`config.mk`:
```
export PLATFORM = sky130hd
export DESIGN_NAME = axi_lite_gpio
export DESIGN_NICKNAME = d
export VERILOG_FILES = /design/src/rtl/axi_lite_gpio.sv
export SDC_FILE = /design/constraint.sdc
export NUM_CORES = 1
export LEC_CHECK = 0
export CAP_MARGIN = 10
export CORE_AREA = 4 4 118 120
export CTS_CLUSTER_SIZE = 30
export DETAILED_ROUTE_END_ITERATION = 16
export DIE_AREA = 0 0 122 124
export PLACE_DENSITY = 0.95
export SLEW_MARGIN = 20
export SYNTH_ARGS = -nofsm -noshare
export SYNTH_HDL_FRONTEND = slang
export SYNTH_SLANG_ARGS = --single-unit
```
`constraint.sdc`:
```
create_clock -name aclk -period 5.9 [get_ports aclk]
set_input_delay 0.59 -clock aclk [delete_from_list [all_inputs] [get_ports aclk]]
set_output_delay 0.59 -clock aclk [all_outputs]
set_load 0.03 [all_outputs]
```
`src/rtl/axi_lite_gpio.sv`:
```
// axi_lite_gpio
// AXI4-Lite slave GPIO peripheral. Holds the OUT/OE pin registers,
// samples gpio_in through a two-flop synchronizer, latches rising edges
// into sticky EDGE flags and raises a registered level interrupt.
//
// Register map (byte offsets, low ADDR_W address bits only):
//   0x00 OUT    RW
//   0x04 OE     RW
//   0x08 IN     RO  (writes accepted and ignored)
//   0x0C SET    WO  OUT |= data
//   0x10 CLR    WO  OUT &= ~data
//   0x14 EDGE   RW1C
//   0x18 IRQ_EN RW
// Any other or unaligned address answers SLVERR and changes nothing.
//
// Ports:
//   aclk, areset            clock, synchronous active-high reset
//   s_axi_aw*/w*/b*         AXI4-Lite write channels
//   s_axi_ar*/r*            AXI4-Lite read channels
//   gpio_in                 asynchronous pin inputs
//   gpio_out, gpio_oe       OUT and OE register values
//   irq                     registered |(EDGE & IRQ_EN)

module axi_lite_gpio #(
  parameter int ADDR_W = 12,
  parameter int GPIO_W = 16
) (
  input  logic              aclk,
  input  logic              areset,
  input  logic [ADDR_W-1:0] s_axi_awaddr,
  input  logic              s_axi_awvalid,
  output logic              s_axi_awready,
  input  logic [31:0]       s_axi_wdata,
  input  logic [3:0]        s_axi_wstrb,
  input  logic              s_axi_wvalid,
  output logic              s_axi_wready,
  output logic [1:0]        s_axi_bresp,
  output logic              s_axi_bvalid,
  input  logic              s_axi_bready,
  input  logic [ADDR_W-1:0] s_axi_araddr,
  input  logic              s_axi_arvalid,
  output logic              s_axi_arready,
  output logic [31:0]       s_axi_rdata,
  output logic [1:0]        s_axi_rresp,
  output logic              s_axi_rvalid,
  input  logic              s_axi_rready,
  input  logic [GPIO_W-1:0] gpio_in,
  output logic [GPIO_W-1:0] gpio_out,
  output logic [GPIO_W-1:0] gpio_oe,
  output logic              irq
);

  localparam logic [1:0] RESP_OKAY   = 2'b00;
  localparam logic [1:0] RESP_SLVERR = 2'b10;

  // Register indices taken from address bits [4:2]
  localparam logic [2:0] IDX_OUT    = 3'd0;
  localparam logic [2:0] IDX_OE     = 3'd1;
  localparam logic [2:0] IDX_IN     = 3'd2;
  localparam logic [2:0] IDX_SET    = 3'd3;
  localparam logic [2:0] IDX_CLR    = 3'd4;
  localparam logic [2:0] IDX_EDGE   = 3'd5;
  localparam logic [2:0] IDX_IRQ_EN = 3'd6;

  // A legal address is word aligned, has nothing set above bit 4 and
  // does not land on the unused slot 0x1C.
  function automatic logic addr_ok(input logic [ADDR_W-1:0] a);
    return (a[1:0] == 2'b00) && ((a >> 5) == '0) && (a[4:2] != 3'd7);
  endfunction

  // Write-side one-entry slots
  logic              aw_full;
  logic [ADDR_W-1:0] aw_addr;
  logic              w_full;
  logic [31:0]       w_data;
  logic [3:0]        w_strb;

  // Register state
  logic [GPIO_W-1:0] out_reg;
  logic [GPIO_W-1:0] oe_reg;
  logic [GPIO_W-1:0] edge_flags;
  logic [GPIO_W-1:0] irq_en_reg;

  // Synchronizer (s1, s2) and previous-value flop (s3)
  logic [GPIO_W-1:0] sync_s1;
  logic [GPIO_W-1:0] sync_s2;
  logic [GPIO_W-1:0] sync_s3;

  // Combinational helpers
  logic [31:0]       strb_mask32;
  logic [31:0]       wbits32;
  logic [GPIO_W-1:0] wmask;
  logic [GPIO_W-1:0] wbits;
  logic              commit;
  logic              wr_ok;
  logic [GPIO_W-1:0] w1c_mask;
  logic [GPIO_W-1:0] rise;
  logic              rd_ok;
  logic [GPIO_W-1:0] rd_val;
  logic [31:0]       rd_data;
  logic              unused_wbits;

  assign s_axi_awready = !aw_full && !s_axi_bvalid;
  assign s_axi_wready  = !w_full && !s_axi_bvalid;
  assign s_axi_arready = !s_axi_rvalid;

  assign gpio_out = out_reg;
  assign gpio_oe  = oe_reg;

  // Byte strobes gate the write data for every write-type register;
  // lanes above GPIO_W simply fall off when the word is narrowed.
  always_comb begin
    strb_mask32 = {{8{w_strb[3]}}, {8{w_strb[2]}}, {8{w_strb[1]}}, {8{w_strb[0]}}};
    wbits32     = w_data & strb_mask32;
    wmask       = strb_mask32[GPIO_W-1:0];
    wbits       = wbits32[GPIO_W-1:0];
  end

  assign unused_wbits = ^{strb_mask32, wbits32};

  // A write commits on the edge after both slots hold their halves
  assign commit = aw_full && w_full;
  assign wr_ok  = addr_ok(aw_addr);

  // Edge clear mask only exists on the commit cycle of a legal EDGE write
  always_comb begin
    w1c_mask = '0;
    if (commit && wr_ok && (aw_addr[4:2] == IDX_EDGE)) begin
      w1c_mask = wbits;
    end
  end

  assign rise = sync_s2 & ~sync_s3;

  // Read mux: narrow register values are zero-extended to 32 bits,
  // write-only and illegal addresses read as zero.
  always_comb begin
    rd_ok   = addr_ok(s_axi_araddr);
    rd_val  = '0;
    rd_data = '0;
    case (s_axi_araddr[4:2])
      IDX_OUT:    rd_val = out_reg;
      IDX_OE:     rd_val = oe_reg;
      IDX_IN:     rd_val = sync_s2;
      IDX_EDGE:   rd_val = edge_flags;
      IDX_IRQ_EN: rd_val = irq_en_reg;
      default:    rd_val = '0;
    endcase
    if (rd_ok) begin
      rd_data[GPIO_W-1:0] = rd_val;
    end
  end

  // Input synchronizer, sticky edge flags and the registered interrupt.
  // The rise term is OR-ed in after the clear so a same-cycle set wins.
  always_ff @(posedge aclk) begin
    if (areset) begin
      sync_s1    <= '0;
      sync_s2    <= '0;
      sync_s3    <= '0;
      edge_flags <= '0;
      irq        <= 1'b0;
    end else begin
      sync_s1    <= gpio_in;
      sync_s2    <= sync_s1;
      sync_s3    <= sync_s2;
      edge_flags <= (edge_flags & ~w1c_mask) | rise;
      irq        <= |(edge_flags & irq_en_reg);
    end
  end

  // Write path: independent AW/W capture, commit when both are present,
  // then hold the response until the master takes it. Slots cannot fill
  // while bvalid is up, so commit and the B handshake never overlap.
  always_ff @(posedge aclk) begin
    if (areset) begin
      aw_full      <= 1'b0;
      aw_addr      <= '0;
      w_full       <= 1'b0;
      w_data       <= '0;
      w_strb       <= '0;
      s_axi_bvalid <= 1'b0;
      s_axi_bresp  <= RESP_OKAY;
      out_reg      <= '0;
      oe_reg       <= '0;
      irq_en_reg   <= '0;
    end else begin
      if (s_axi_awvalid && s_axi_awready) begin
        aw_full <= 1'b1;
        aw_addr <= s_axi_awaddr;
      end
      if (s_axi_wvalid && s_axi_wready) begin
        w_full <= 1'b1;
        w_data <= s_axi_wdata;
        w_strb <= s_axi_wstrb;
      end
      if (s_axi_bvalid && s_axi_bready) begin
        s_axi_bvalid <= 1'b0;
      end
      if (commit) begin
        aw_full      <= 1'b0;
        w_full       <= 1'b0;
        s_axi_bvalid <= 1'b1;
        s_axi_bresp  <= wr_ok ? RESP_OKAY : RESP_SLVERR;
        if (wr_ok) begin
          case (aw_addr[4:2])
            IDX_OUT:    out_reg    <= (out_reg & ~wmask) | wbits;
            IDX_OE:     oe_reg     <= (oe_reg & ~wmask) | wbits;
            IDX_SET:    out_reg    <= out_reg | wbits;
            IDX_CLR:    out_reg    <= out_reg & ~wbits;
            IDX_IRQ_EN: irq_en_reg <= (irq_en_reg & ~wmask) | wbits;
            default:    ;
          endcase
        end
      end
    end
  end

  // Read path: capture data on the AR handshake and hold it until taken
  always_ff @(posedge aclk) begin
    if (areset) begin
      s_axi_rvalid <= 1'b0;
      s_axi_rdata  <= '0;
      s_axi_rresp  <= RESP_OKAY;
    end else begin
      if (s_axi_arvalid && s_axi_arready) begin
        s_axi_rvalid <= 1'b1;
        s_axi_rdata  <= rd_data;
        s_axi_rresp  <= rd_ok ? RESP_OKAY : RESP_SLVERR;
      end else if (s_axi_rvalid && s_axi_rready) begin
        s_axi_rvalid <= 1'b0;
      end
    end
  end

endmodule

```
==> flow_summary.json, run 1 <==
{
  "std_cell_rows": 42,
  "synthTopCellsByCount": "165 x dfxtp_1, 97 x nand2_1, 83 x nor2b_1",
  "drc": 0,
  "hold_violations": 0,
  "tns_ns": 0,
  "worstPathMaxFanout": 83,
  "initial_core_util": 0.523,
  "fin_skew_ns": 0.00872,
  "grt-ovfl-total": 0,
  "synthCells": 707,
  "grtUsageTotal": 0.233,
  "grt_first_pass_wirelength_microns": 27300,
  "synth_area_sq_um": 6790,
  "synth.top_cells.by_area": "dfxtp_1 49%, nor2b_1 7.7%, mux2i_1 7.1%, nand2_1 5.4%, a21oi_1 3.8%",
  "nNetsFinal": 881,
  "power_density_nw_per_um2": 325,
  "p_int_mw": 2.11,
  "clkLatencyLatePin_ns": 0.42,
  "cts_tree": "yes",
  "start_kind": "primary input",
  "h-tree-depth": 4,
  "hold_path_class": "reg -> reg",
  "tightest_slew_ns": 1.08,
  "timing.final.ws_setup_ns": 3.34,
  "arrival_ns": 2.85,
  "routabilityCongestion": 0.898,
  "drive_gt1_frac": 0.0889,
  "synth_top_area_share": 0.487,
  "cts_resized": 0,
  "clock-sinks": 165,
  "place_ws_ns": 2.95,
  "synthArstFlopShare": 0,
  "cts_buffers": 17,
  "switching_share": 0.245,
  "hold_path.startpoint": "sync_s1[9]",
  "io_pins": 157,
  "maxSlewHeadroom": 0.280,
  "avgSynthCellArea_sq_um": 9.60,
  "reg2reg_slack_ns": 3.46,
  "path_clk_slew_ns": 0.06,
  "grt_max_degree": 84,
  "period_needed_ns": 2.56,
  "post_cts_buffers": 0,
  "fp.dieArea_sq_um": 15100,
  "drv_slew": 0,
  "synth-edff-count": 0,
  "finalCritPeriodShare": 0.434,
  "synth.largest_area_cell": "dfxtp_1",
  "crit_required_ns": 6.19,
  "first_pass_iters": 6,
  "areaGrowthSynthToFinish_pct": 27.0,
  "hold_end": "sync_s2[9]",
  "fmax_ghz": 0.390,
  "vias_per_cell": 5.69,
  "hold_depth": 1,
  "antenna_cells": 0,
  "ant_nets": 0,
  "rr_endpoint": "gpio_out[12]",
  "port_buffers": 120,
  "reg2reg_depth": 4,
  "setup_viol": 0,
  "critPathCaptureType": "flop",
  "wl_per_cell_microns": 18.1,
  "pwr-share-seq": 0.448,
  "antenna_found_initial": 0,
  "ys_ff_latch": 165,
  "clk_path_buf_depth": 2,
  "dpl.hpwl_microns": 11900,
  "maxCapViolations": 0,
  "ys_warn_count": 0,
  "num-fill-cells": 945,
  "synth_cell_types": 47,
  "status": "finished clean",
  "switchingPower_mw": 0.685,
  "initialDrtViolationCount": 672,
  "ys.flop_type": "dfxtp_1",
  "vias": 5611,
  "combPwrFrac": 0.114,
  "clkPwrFrac": 0.439,
  "grt_pass1_vias": 5307,
  "core_sq_um": 13000,
  "die_w_microns": 122,
  "rsz0062_at_grt": "no",
  "ir_drop_mv": 0.208,
  "seq_area_frac_synth": 0.487,
  "routed_wl_microns": 17800,
  "synth_most_common_cell": "dfxtp_1",
  "r2r-start": "aw_addr[1]",
  "die_y_microns": 124,
  "cts_root_buf": "clkbuf_16",
  "path_class": "in -> reg",
  "p_leak_nw": 3.20,
  "holdBufCountCts": 0
}
final cells by class:
type | instances | area (sq um) | share of cell area
clock buffer | 18 | 429 | 0.0498
clock inverter | 13 | 231 | 0.0269
inverter | 2 | 7.51 | 0.000871
multi-input combinational | 487 | 3190 | 0.370
sequential | 165 | 3300 | 0.383
tap | 176 | 220 | 0.0256
timing repair buffer | 125 | 1240 | 0.143
routing by layer:
| metal | vias to the layer above | global-route usage | routed length [microns] |
|---|---|---|---|
| met5 | - | 0 | 0 |
| met4 | 0 | 0.103 | 541 |
| met3 | 55 | 0.0622 | 1700 |
| met2 | 291 | 0.378 | 8430 |
| met1 | 2638 | 0.291 | 7130 |
| li1 | 2627 | - | - |
cells in the final DEF (no fill, tap or decap), drive strengths merged, types with 2 or more instances in the layout:
cell,n
or3b,4
nor3,2
clkinv,2
dfxtp,165
o211ai,3
bufinv,6
clkdlybuf4s50,119
conb,18
nand4b,2
clkinvlp,5
nor2,39
and2,2
nand2,97
inv,2
a32o,16
or4,4
clkbuf,18
nand3,12
or4bb,2
o2bb2ai,12
nor2b,83
a21oi,51
nor4,3
buf,6
a22oi,18
a22o,3
a211oi,4
nand2b,10
a221oi,3
o221ai,7
a221o,16
mux2i,48
a31oi,4
o21ai,16
per-stage QoR:
| step | cells | area, sq um | power (mW) | utilization | hold WS [ns] |
|---|---|---|---|---|---|
| after global placement | 955 | 7950 | 1.57 | 0.613 | 0.422 |
| after global routing | 986 | 8620 | 2.88 | 0.664 | 0.445 |
| after detailed placement | 955 | 7950 | 1.58 | 0.613 | 0.421 |
| after floorplan | 724 | 6850 | 1.46 | - | 0.414 |
| final | 986 | 8620 | 2.80 | 0.664 | 0.433 |
| after CTS | 986 | 8610 | 2.80 | 0.664 | 0.435 |
how the worst max path moves through the flow:
stage                                from              end  cells past startpoint
after floorplan                    areset             flop                      5
after global placement    s_axi_araddr[2]   s_axi_rdata[7]                      5
after detailed placement           areset      gpio_out[9]                      5
after CTS                 s_axi_araddr[2]  s_axi_rdata[15]                      5
after global routing               areset      gpio_out[9]                      5
final                              areset      gpio_out[9]                      5
power by group through the flow:
stage | clock network, mW | registers, mW | logic (mW)
2_1_floorplan | 0 | 1.26 | 0.199
3_3_place_gp | 0 | 1.27 | 0.303
3_5_place_dp | 0 | 1.27 | 0.312
4_1_cts | 1.24 | 1.25 | 0.315
5_1_grt | 1.28 | 1.26 | 0.341
6_report | 1.23 | 1.25 | 0.318
cells by family (layout without fill, tap and decap cells):
group                  Yosys count  count (layout)  share of synthesized area
AOI/OAI and AO/OA              156             156                      0.179
buffers and inverters           72             158                     0.0535
DFF                            165             165                      0.487
muxes                           48              48                     0.0708
other                            1              18                   0.000553
and+or+nand+nor                265             265                      0.209
critical path, stage by stage:
cell and delay, ns:
buf_4 0.64, buf_4 0.77, a31oi_1 0.37, o2bb2ai_1 0.27, o2bb2ai_2 0.17
(Power assumes the default switching activity.)
==> run 2: changes to the inputs <==
CORE_AREA = 4 4 128 130   (was 4 4 118 120)
DIE_AREA = 0 0 132 134   (was 0 0 122 124)
PLACE_DENSITY = 0.86   (was 0.95)
clock period = 2.2 ns   (was 5.9 ns; I/O delays follow)
==> run 2 against run 1 <==
Effect of this change: worst setup slack worse by 3.3 ns; sequential share of layout area fell by 0.49 points; wire length down 0.59%; register-to-register slack got worse by 3.4 ns; via count shrank 0.94%; die area up 17%; utilization shrank 8.8 points; clock power up 150%; global-route usage fell by 3.6 points; highest routed layer unchanged; non-clock buffer count grew 16; cell count grew 2.8%.
==> flow_summary.json, run 2 (synthesis results as in run 1) <==
{
  "status": "finished clean",
  "grt-ovfl-total": 0,
  "critPathCaptureType": "flop",
  "timing.final.ws_setup_ns": 0.0762,
  "finalCritPeriodShare": 0.965,
  "fmax_ghz": 0.471,
  "io_pins": 157,
  "antenna_cells": 0,
  "ant_nets": 0,
  "p_int_mw": 5.46,
  "routabilityCongestion": 0.845,
  "grt_first_pass_wirelength_microns": 27600,
  "final_util": 0.576,
  "worstPathMaxFanout": 16,
  "path_class": "reg -> reg",
  "combPwrFrac": 0.121,
  "first_pass_iters": 6,
  "path_clk_slew_ns": 0.06,
  "clk_path_buf_depth": 2,
  "clkLatencyLatePin_ns": 0.42,
  "place_ws_ns": -0.0907,
  "switchingPower_mw": 1.79,
  "whs_ns": 0.136,
  "pwr-share-seq": 0.461,
  "start_kind": "flop",
  "core_sq_um": 15100,
  "h-tree-depth": 4,
  "grtUsageTotal": 0.196,
  "die_w_microns": 132,
  "crit_required_ns": 2.50,
  "holdBufCountCts": 0,
  "fin_skew_ns": 0.00562,
  "cts_resized": 0,
  "setup_viol": 0,
  "dpl.hpwl_microns": 12500,
  "std_cell_rows": 45,
  "period_needed_ns": 2.12,
  "mostFrequentLayoutCells": "165 x dfxtp_1, 119 x clkdlybuf4s50_1, 97 x nand2_1, 82 x nor2b_1, 51 x a21oi_1",
  "hold_violations": 0,
  "drc": 0,
  "routed_wl_microns": 17700,
  "clkPwrFrac": 0.418,
  "vias": 5558,
  "arrival_ns": 2.42,
  "totalPowerFinal_mw": 7.26,
  "port_buffers": 120,
  "maxCapViolations": 0,
  "rsz0062_at_grt": "no",
  "grt_max_degree": 67,
  "reg2reg_depth": 4,
  "maxSlewHeadroom": 0.253,
  "switching_share": 0.247,
  "cts_tree": "yes",
  "antenna_found_initial": 0,
  "drv_slew": 0,
  "areaGrowthSynthToFinish_pct": 28.7,
  "ir_drop_mv": 0.581,
  "die_y_microns": 134,
  "tightest_slew_ns": 1.12,
  "hold_path.startpoint": "areset",
  "hold_end": "s_axi_rresp[1]",
  "cts_buffers": 17,
  "cts_root_buf": "clkbuf_16",
  "rr_endpoint": "edge_flags[12]",
  "fp.dieArea_sq_um": 17700,
  "hold_path_class": "in -> reg",
  "wl_per_cell_microns": 17.5,
  "grt_pass1_vias": 5265,
  "clock-sinks": 165,
  "final_common_cell": "dfxtp_1",
  "r2r-start": "aw_addr[1]",
  "initialDrtViolationCount": 568,
  "power_density_nw_per_um2": 831,
  "p_leak_nw": 3.28,
  "drive_gt1_frac": 0.104,
  "post_cts_buffers": 0,
  "reg2reg_slack_ns": 0.08,
  "nNetsFinal": 897,
  "initial_core_util": 0.448,
  "hold_depth": 2,
  "vias_per_cell": 5.48
}
[run 2: worst max path at each step]
stage | cells after the start | start | slack (ns) | end
after floorplan | 6 | aw_addr[1] | 0.20 | edge_flags[11]
final | 4 | aw_addr[1] | 0.08 | edge_flags[12]
after global routing | 4 | aw_addr[1] | 0.01 | edge_flags[6]
after global placement | 6 | s_axi_araddr[2] | -0.05 | s_axi_rdata[0]
after CTS | 4 | aw_addr[1] | 0.07 | edge_flags[12]
after detailed placement | 5 | s_axi_araddr[3] | -0.09 | s_axi_rdata[6]
[run 2: routing by layer]
layer	share of wire	track usage
met4	0.041	0.109
met2	0.45	0.306
met1	0.41	0.239
met3	0.097	0.0671
met5	0	0
[run 2: cell type report]
type,instances,area [sq um]
Tap cell,188,235
Sequential cell,165,3300
Multi-Input combinational cell,487,3190
Fill cell,1251,6410
Clock inverter,8,123
Clock buffer,23,488
Timing Repair Buffer,141,1380
Inverter,2,7.51
[run 2: worst max-delay path, stage by stage, from the launching register on]
cell	delay [ns]
dfxtp_1	0.31
or4_4	0.63
nor3_4	0.28
a41oi_4	0.33
a221o_1	0.45
[run 2: stage by stage]
stage / area [sq um] / instances / setup TNS [ns]
2_1_floorplan: 6850 / 724 / 0
3_3_place_gp: 8110 / 983 / -0.701
3_5_place_dp: 8110 / 983 / -1.04
4_1_cts: 8720 / 1014 / 0
5_1_grt: 8730 / 1014 / 0
6_report: 8730 / 1014 / 0
[run 2: power groups by stage]
stage / clock [mW] / sequential (mW) / combinational [mW]
4_1_cts: 3.06 / 3.34 / 0.879
3_5_place_dp: 0 / 3.40 / 0.871
6_report: 3.03 / 3.35 / 0.881
2_1_floorplan: 0 / 3.39 / 0.535
3_3_place_gp: 0 / 3.39 / 0.853
5_1_grt: 3.17 / 3.36 / 0.954
